--- src/rtl/loader_pkg.sv ---
// rtl/loader_pkg.sv - shared types for the ioctl-to-SDRAM ROM loader
package loader_pkg;

    typedef logic [31:0] word_t;
    typedef logic [22:0] waddr_t;

    typedef enum logic [1:0] {
        ST_IDLE  = 2'd0,
        ST_LOAD  = 2'd1,
        ST_FLUSH = 2'd2
    } loader_state_t;

    localparam int ENTRY_W = 55;

endpackage

--- src/rtl/loader_fifo.sv ---
// rtl/loader_fifo.sv - packed-word queue between the byte packer and the SDRAM port
module loader_fifo #(
    parameter int DEPTH = 4,
    parameter int WIDTH = 55,
    localparam int AW   = $clog2(DEPTH)
) (
    input  logic             clk,
    input  logic             reset_n,
    input  logic             push,
    input  logic [WIDTH-1:0] push_data,
    input  logic             pop,
    output logic [WIDTH-1:0] head,
    output logic             empty,
    output logic             full,
    output logic [AW:0]      count
);

    logic [WIDTH-1:0] mem [DEPTH];
    logic [AW-1:0]    wr_ptr;
    logic [AW-1:0]    rd_ptr;
    logic             do_push;
    logic             do_pop;

    assign empty   = (count == '0);
    assign full    = (count == (AW+1)'(DEPTH));
    assign do_push = push && !full;
    assign do_pop  = pop && !empty;
    assign head    = mem[rd_ptr];

    // Storage is never reset; the top gates the head while the queue is empty.
    always_ff @(posedge clk) begin
        if (do_push) begin
            mem[wr_ptr] <= push_data;
        end
    end

    always_ff @(posedge clk) begin
        if (!reset_n) begin
            wr_ptr <= '0;
            rd_ptr <= '0;
            count  <= '0;
        end else begin
            if (do_push) begin
                wr_ptr <= wr_ptr + 1'b1;
            end
            if (do_pop) begin
                rd_ptr <= rd_ptr + 1'b1;
            end
            count <= count + {{AW{1'b0}}, do_push} - {{AW{1'b0}}, do_pop};
        end
    end

endmodule

--- src/rtl/ioctl_sdram_loader.sv ---
// rtl/ioctl_sdram_loader.sv - packs ioctl download bytes into 32-bit SDRAM writes; LOADER_CHECKSUM_EN adds a byte checksum
module ioctl_sdram_loader
    import loader_pkg::*;
#(
    parameter waddr_t BASE_WORD  = '0,
    parameter int     FIFO_DEPTH = 4
) (
    input  logic        clk,
    input  logic        reset_n,
    input  logic        ioctl_download,
    input  logic        ioctl_wr,
    input  logic [24:0] ioctl_addr,
    input  logic [7:0]  ioctl_data,
    output logic        ioctl_wait,
    output logic [22:0] sdram_addr,
    output logic [31:0] sdram_data,
    output logic        sdram_we,
    output logic        sdram_req,
    input  logic        sdram_ack,
    output logic        busy,
    output logic        done,
    output logic        error
`ifdef LOADER_CHECKSUM_EN
    ,
    output logic [15:0] checksum
`endif
);

    localparam int CW = $clog2(FIFO_DEPTH) + 1;

    loader_state_t        state;
    logic                 dl_q;
    word_t                acc_data;
    waddr_t               acc_idx;
    logic                 acc_valid;
    word_t                nxt_data;
    waddr_t               nxt_idx;
    logic                 nxt_valid;
    logic                 dl_rise;
    logic                 dl_fall;
    logic                 wr_en;
    logic                 mismatch;
    logic                 push;
    logic [ENTRY_W-1:0]   push_entry;
    logic [ENTRY_W-1:0]   head;
    logic                 fifo_empty;
    logic                 fifo_full;
    logic [CW-1:0]        count;

    assign dl_rise  = ioctl_download && !dl_q;
    assign dl_fall  = !ioctl_download && dl_q;
    assign wr_en    = (state == ST_LOAD) && ioctl_wr;
    assign mismatch = wr_en && acc_valid && (ioctl_addr[24:2] != acc_idx);

    // Next accumulator view: the current byte is merged before any flush decision.
    always_comb begin
        nxt_data  = acc_data;
        nxt_idx   = acc_idx;
        nxt_valid = acc_valid;
        if (wr_en) begin
            if (mismatch) begin
                nxt_data = '0;
            end
            nxt_data[{ioctl_addr[1:0], 3'b000} +: 8] = ioctl_data;
            nxt_idx   = ioctl_addr[24:2];
            nxt_valid = 1'b1;
        end
    end

    assign push = (state == ST_LOAD) &&
                  ((wr_en && (ioctl_addr[1:0] == 2'd3)) || (dl_fall && nxt_valid));
    assign push_entry = {BASE_WORD + nxt_idx, nxt_data};

    // Edge history keeps sampling through reset so a window held open across reset is not a new download.
    always_ff @(posedge clk) begin
        dl_q <= ioctl_download;
    end

    always_ff @(posedge clk) begin
        if (!reset_n) begin
            state     <= ST_IDLE;
            acc_data  <= '0;
            acc_idx   <= '0;
            acc_valid <= 1'b0;
            error     <= 1'b0;
        end else begin
            case (state)
                ST_IDLE: begin
                    if (dl_rise) begin
                        state     <= ST_LOAD;
                        error     <= 1'b0;
                        acc_data  <= '0;
                        acc_idx   <= '0;
                        acc_valid <= 1'b0;
                    end
                end
                ST_LOAD: begin
                    if (push) begin
                        acc_data  <= '0;
                        acc_valid <= 1'b0;
                    end else begin
                        acc_data  <= nxt_data;
                        acc_idx   <= nxt_idx;
                        acc_valid <= nxt_valid;
                    end
                    if (mismatch || (push && fifo_full)) begin
                        error <= 1'b1;
                    end
                    if (dl_fall) begin
                        state <= ST_FLUSH;
                    end
                end
                ST_FLUSH: begin
                    if (fifo_empty) begin
                        state <= ST_IDLE;
                    end
                end
                default: state <= ST_IDLE;
            endcase
        end
    end

`ifdef LOADER_CHECKSUM_EN
    always_ff @(posedge clk) begin
        if (!reset_n) begin
            checksum <= '0;
        end else if ((state == ST_IDLE) && dl_rise) begin
            checksum <= '0;
        end else if (wr_en) begin
            checksum <= checksum + {8'h00, ioctl_data};
        end
    end
`endif

    loader_fifo #(
        .DEPTH (FIFO_DEPTH),
        .WIDTH (ENTRY_W)
    ) u_fifo (
        .clk       (clk),
        .reset_n   (reset_n),
        .push      (push),
        .push_data (push_entry),
        .pop       (sdram_ack),
        .head      (head),
        .empty     (fifo_empty),
        .full      (fifo_full),
        .count     (count)
    );

    assign sdram_req  = !fifo_empty;
    assign sdram_we   = sdram_req;
    assign sdram_addr = sdram_req ? head[54:32] : '0;
    assign sdram_data = sdram_req ? head[31:0]  : '0;
    assign ioctl_wait = (count >= CW'(FIFO_DEPTH - 1));
    assign busy       = (state != ST_IDLE);
    assign done       = (state == ST_FLUSH) && fifo_empty;

endmodule

--- config.mk ---
export PLATFORM = sky130hd
export DESIGN_NAME = ioctl_sdram_loader
export DESIGN_NICKNAME = d
export VERILOG_FILES = /design/src/rtl/loader_pkg.sv /design/src/rtl/loader_fifo.sv /design/src/rtl/ioctl_sdram_loader.sv
export SDC_FILE = /design/constraint.sdc
export NUM_CORES = 1
export LEC_CHECK = 0
export CELL_PAD_IN_SITES_DETAIL_PLACEMENT = 1
export CELL_PAD_IN_SITES_GLOBAL_PLACEMENT = 2
export CORE_MARGIN = 5
export CORE_UTILIZATION = 41
export DETAILED_ROUTE_END_ITERATION = 7
export GPL_ROUTABILITY_DRIVEN = 0
export GPL_TIMING_DRIVEN = 0
export PLACE_DENSITY = 0.86
export SYNTH_ARGS = -nofsm -noshare
export SYNTH_HDL_FRONTEND = slang
export SYNTH_SLANG_ARGS = --single-unit
--- constraint.sdc ---
create_clock -name clk -period 4 [get_ports clk]
set_input_delay 0.8 -clock clk [delete_from_list [all_inputs] [get_ports clk]]
set_output_delay 0.8 -clock clk [all_outputs]
set_load 0.02 [all_outputs]
==> results_dict.tcl <==
set metrics [dict create \
    status "finished, final reports clean" \
    pin_count 99 \
    initial_core_util 0.418 \
    overflow 0 \
    critPathArrivalTime_ps 3070 \
    stdcell_count 1427 \
    timing.hold.ws_ps 503 \
    grt_util_all_layers 0.183 \
    p_per_area_nw_per_um2 596 \
    syn_area_sq_um 12500 \
    drt-initial-drc-count 397 \
    synthArstFlopShare 0 \
    drv_slew 0 \
    preCtsSetupSlack_ps -1.17 \
    slew_headroom 0.386 \
    layout_commonest_cell "edfxtp_1" \
    layout_common_cells "edfxtp_1, a21oi_1, nand2_1" \
    post_drt_wl_per_cell_um 21.8 \
    crit_path_max_fanout 10 \
    total_power_mw 8.86 \
    clkLatencyLatePin_ps 540 \
    fin_ws_ps 130 \
    maxClockFrequency_mhz 258 \
    cts.htree.levels 1 \
    first_pass_iters 4 \
    leakage_nw 4.86 \
    cts_tree "yes" \
    tightestPinTransition_ps 921 \
    portBuffers 89 \
    critPathKind "reg2out" \
    fin_crit_ps 3870 \
    crit_path_end_kind "primary output" \
    setup_viol 0 \
    layout-drive-gt1-share 0.141 \
    num_antenna_cells 0 \
    vdd_drop_max_uv 278 \
    n_fill_cell 2959 \
    clkPwrFrac 0.322 \
    core_sq_um 29900 \
    final_nets 1066 \
    seq_power_share 0.370 \
    p_switching_mw 2.60 \
    cts_root_buf "clkbuf_16" \
    dp_hpwl_um 20600 \
    crit_path_start_kind "flip-flop" \
    grt_max_degree 56 \
    cts_buffer_depth 3 \
    finalSetupTns_ps 0 \
    wirelength_um 31100 \
    drc 0 \
    antenna_found_initial 0 \
    grt_pass1_wl_um 48600 \
    die-area_sq_um 34000 \
    dr_total_vias 7798 \
    cts-buffers-inserted 29 \
    syn-num-nets 946 \
    antenna_left 0 \
    p_int_mw 6.26 \
    yosys_warnings 0 \
    synth_edf_count 220 \
    hold_violations 0 \
    chipHeight_um 184 \
    switching_share 0.293 \
    grt_pass1_vias 8358 \
    dpl.cell_count 1374 \
    ys_ff_latch 289 \
    synth_cells 895 \
    syn_area_per_cell_sq_um 13.9 \
    vias_per_cell 5.46 \
    pwr-share-comb 0.308 \
    yosysSeqAreaShare 0.640 \
    cap_violations 0 \
    die_w_um 184 \
    required_ps 3200 \
    cts_hold_buf 0 \
    synth.distinct_cells 50 \
    synthFlopType "edfxtp_1" \
    hold_class "reg2reg" \
    clock-sinks 289 \
    rows 63 \
    skew_ps 7.09 \
    period_share 0.968 \
    path_clk_slew_ps 60 \
    area_growth_pct 19.2 \
]
## synth_stat cells (10+ instances only)
| cell | count | area share |
|---|---|---|
| nand3_1 | 24 | 0.0096 |
| and2_1 | 67 | 0.034 |
| clkbuf_1 | 29 | 0.0087 |
| a21boi_0 | 21 | 0.013 |
| a211oi_1 | 30 | 0.018 |
| mux4_2 | 55 | 0.099 |
| dfxtp_1 | 69 | 0.11 |
| a22oi_1 | 32 | 0.019 |
| a21oi_1 | 106 | 0.043 |
| ha_1 | 12 | 0.012 |
| xnor2_1 | 26 | 0.018 |
| edfxtp_1 | 220 | 0.53 |
| buf_1 | 10 | 0.0030 |
| inv_1 | 10 | 0.0030 |
| nand2_1 | 99 | 0.030 |
| buf_2 | 18 | 0.0072 |
## final cells by class
type | instances | area, sq um | share of cell area
sequential | 289 | 7990 | 0.537
timing repair buffer | 89 | 891 | 0.0599
buffer | 62 | 288 | 0.0194
clock buffer | 36 | 782 | 0.0526
tap | 390 | 488 | 0.0328
multi-input combinational | 534 | 4180 | 0.281
inverter | 10 | 37.5 | 0.00252
clock inverter | 17 | 219 | 0.0147
## power groups by stage
stage	combinational [mW]	clock, mW	sequential (mW)
floorplan	1.60	0	3.33
global placement	2.76	0	3.34
detailed placement	2.78	0	3.34
CTS	2.80	2.90	3.28
global route	2.94	3.06	3.28
finish	2.73	2.85	3.28
## registers in the layout (all words and copies together), names as in the netlist, named ones only
register and cells:
u_fifo.count 3, acc_idx 23, acc_valid 1, u_fifo.rd_ptr 2, state 2, dl_q 1
acc_data 32, u_fifo.mem 220, error 1, u_fifo.wr_ptr 2
## timing repair
action	in CTS	in global routing
setup buffers	0	0
hold endpoints to repair	0	0
gates resized for setup	1	5
gates cloned	0	0
setup endpoints to repair	4	30
## worst paths after layout
path	from	to	slack, ps	depth (start not counted)
hold / removal	acc_idx[2]	acc_idx[2]	500	2
hold reg to reg	acc_idx[2]	acc_idx[2]	500	2
setup / recovery	flip-flop	sdram_addr[14]	130	5
setup reg to reg	acc_valid	u_fifo.mem[3][50]	1250	4
## through the flow
step | utilization | instance area, sq um
floorplan | - | 12500
global placement | 0.464 | 13900
detailed placement | 0.464 | 13900
CTS | 0.498 | 14900
global route | 0.498 | 14900
finish | 0.498 | 14900
## kinds of logic (layout without fill, tap and decap cells)
group           after synthesis  in the layout  synth area share
fa+ha+maj                    14             14            0.0144
buf+inv                      72            214            0.0257
compound gates              203            203             0.102
flops                       289            289             0.640
simple gates                234            234            0.0986
mux                          56             56             0.100
xor+xnor                     27             27            0.0190
## routing by layer
| metal | up-vias | GRT usage | wire length [um] | share of wire |
|---|---|---|---|---|
| li1 | 3620 | - | - | - |
| met1 | 3997 | 0.254 | 14000 | 0.45 |
| met2 | 146 | 0.310 | 15300 | 0.49 |
| met3 | 35 | 0.0266 | 1330 | 0.043 |
| met4 | 0 | 0.0343 | 455 | 0.015 |
| met5 | - | 0 | 0 | 0 |
## critical path, cell delays in order (launching register included)
cell	delay [ps]
dfxtp_1	310
clkbuf_1	540
clkbuf_1	560
mux4_2	400
and2_1	180
clkdlybuf4s50_1	540
Note: power is estimated with default switching activity, not from simulation.
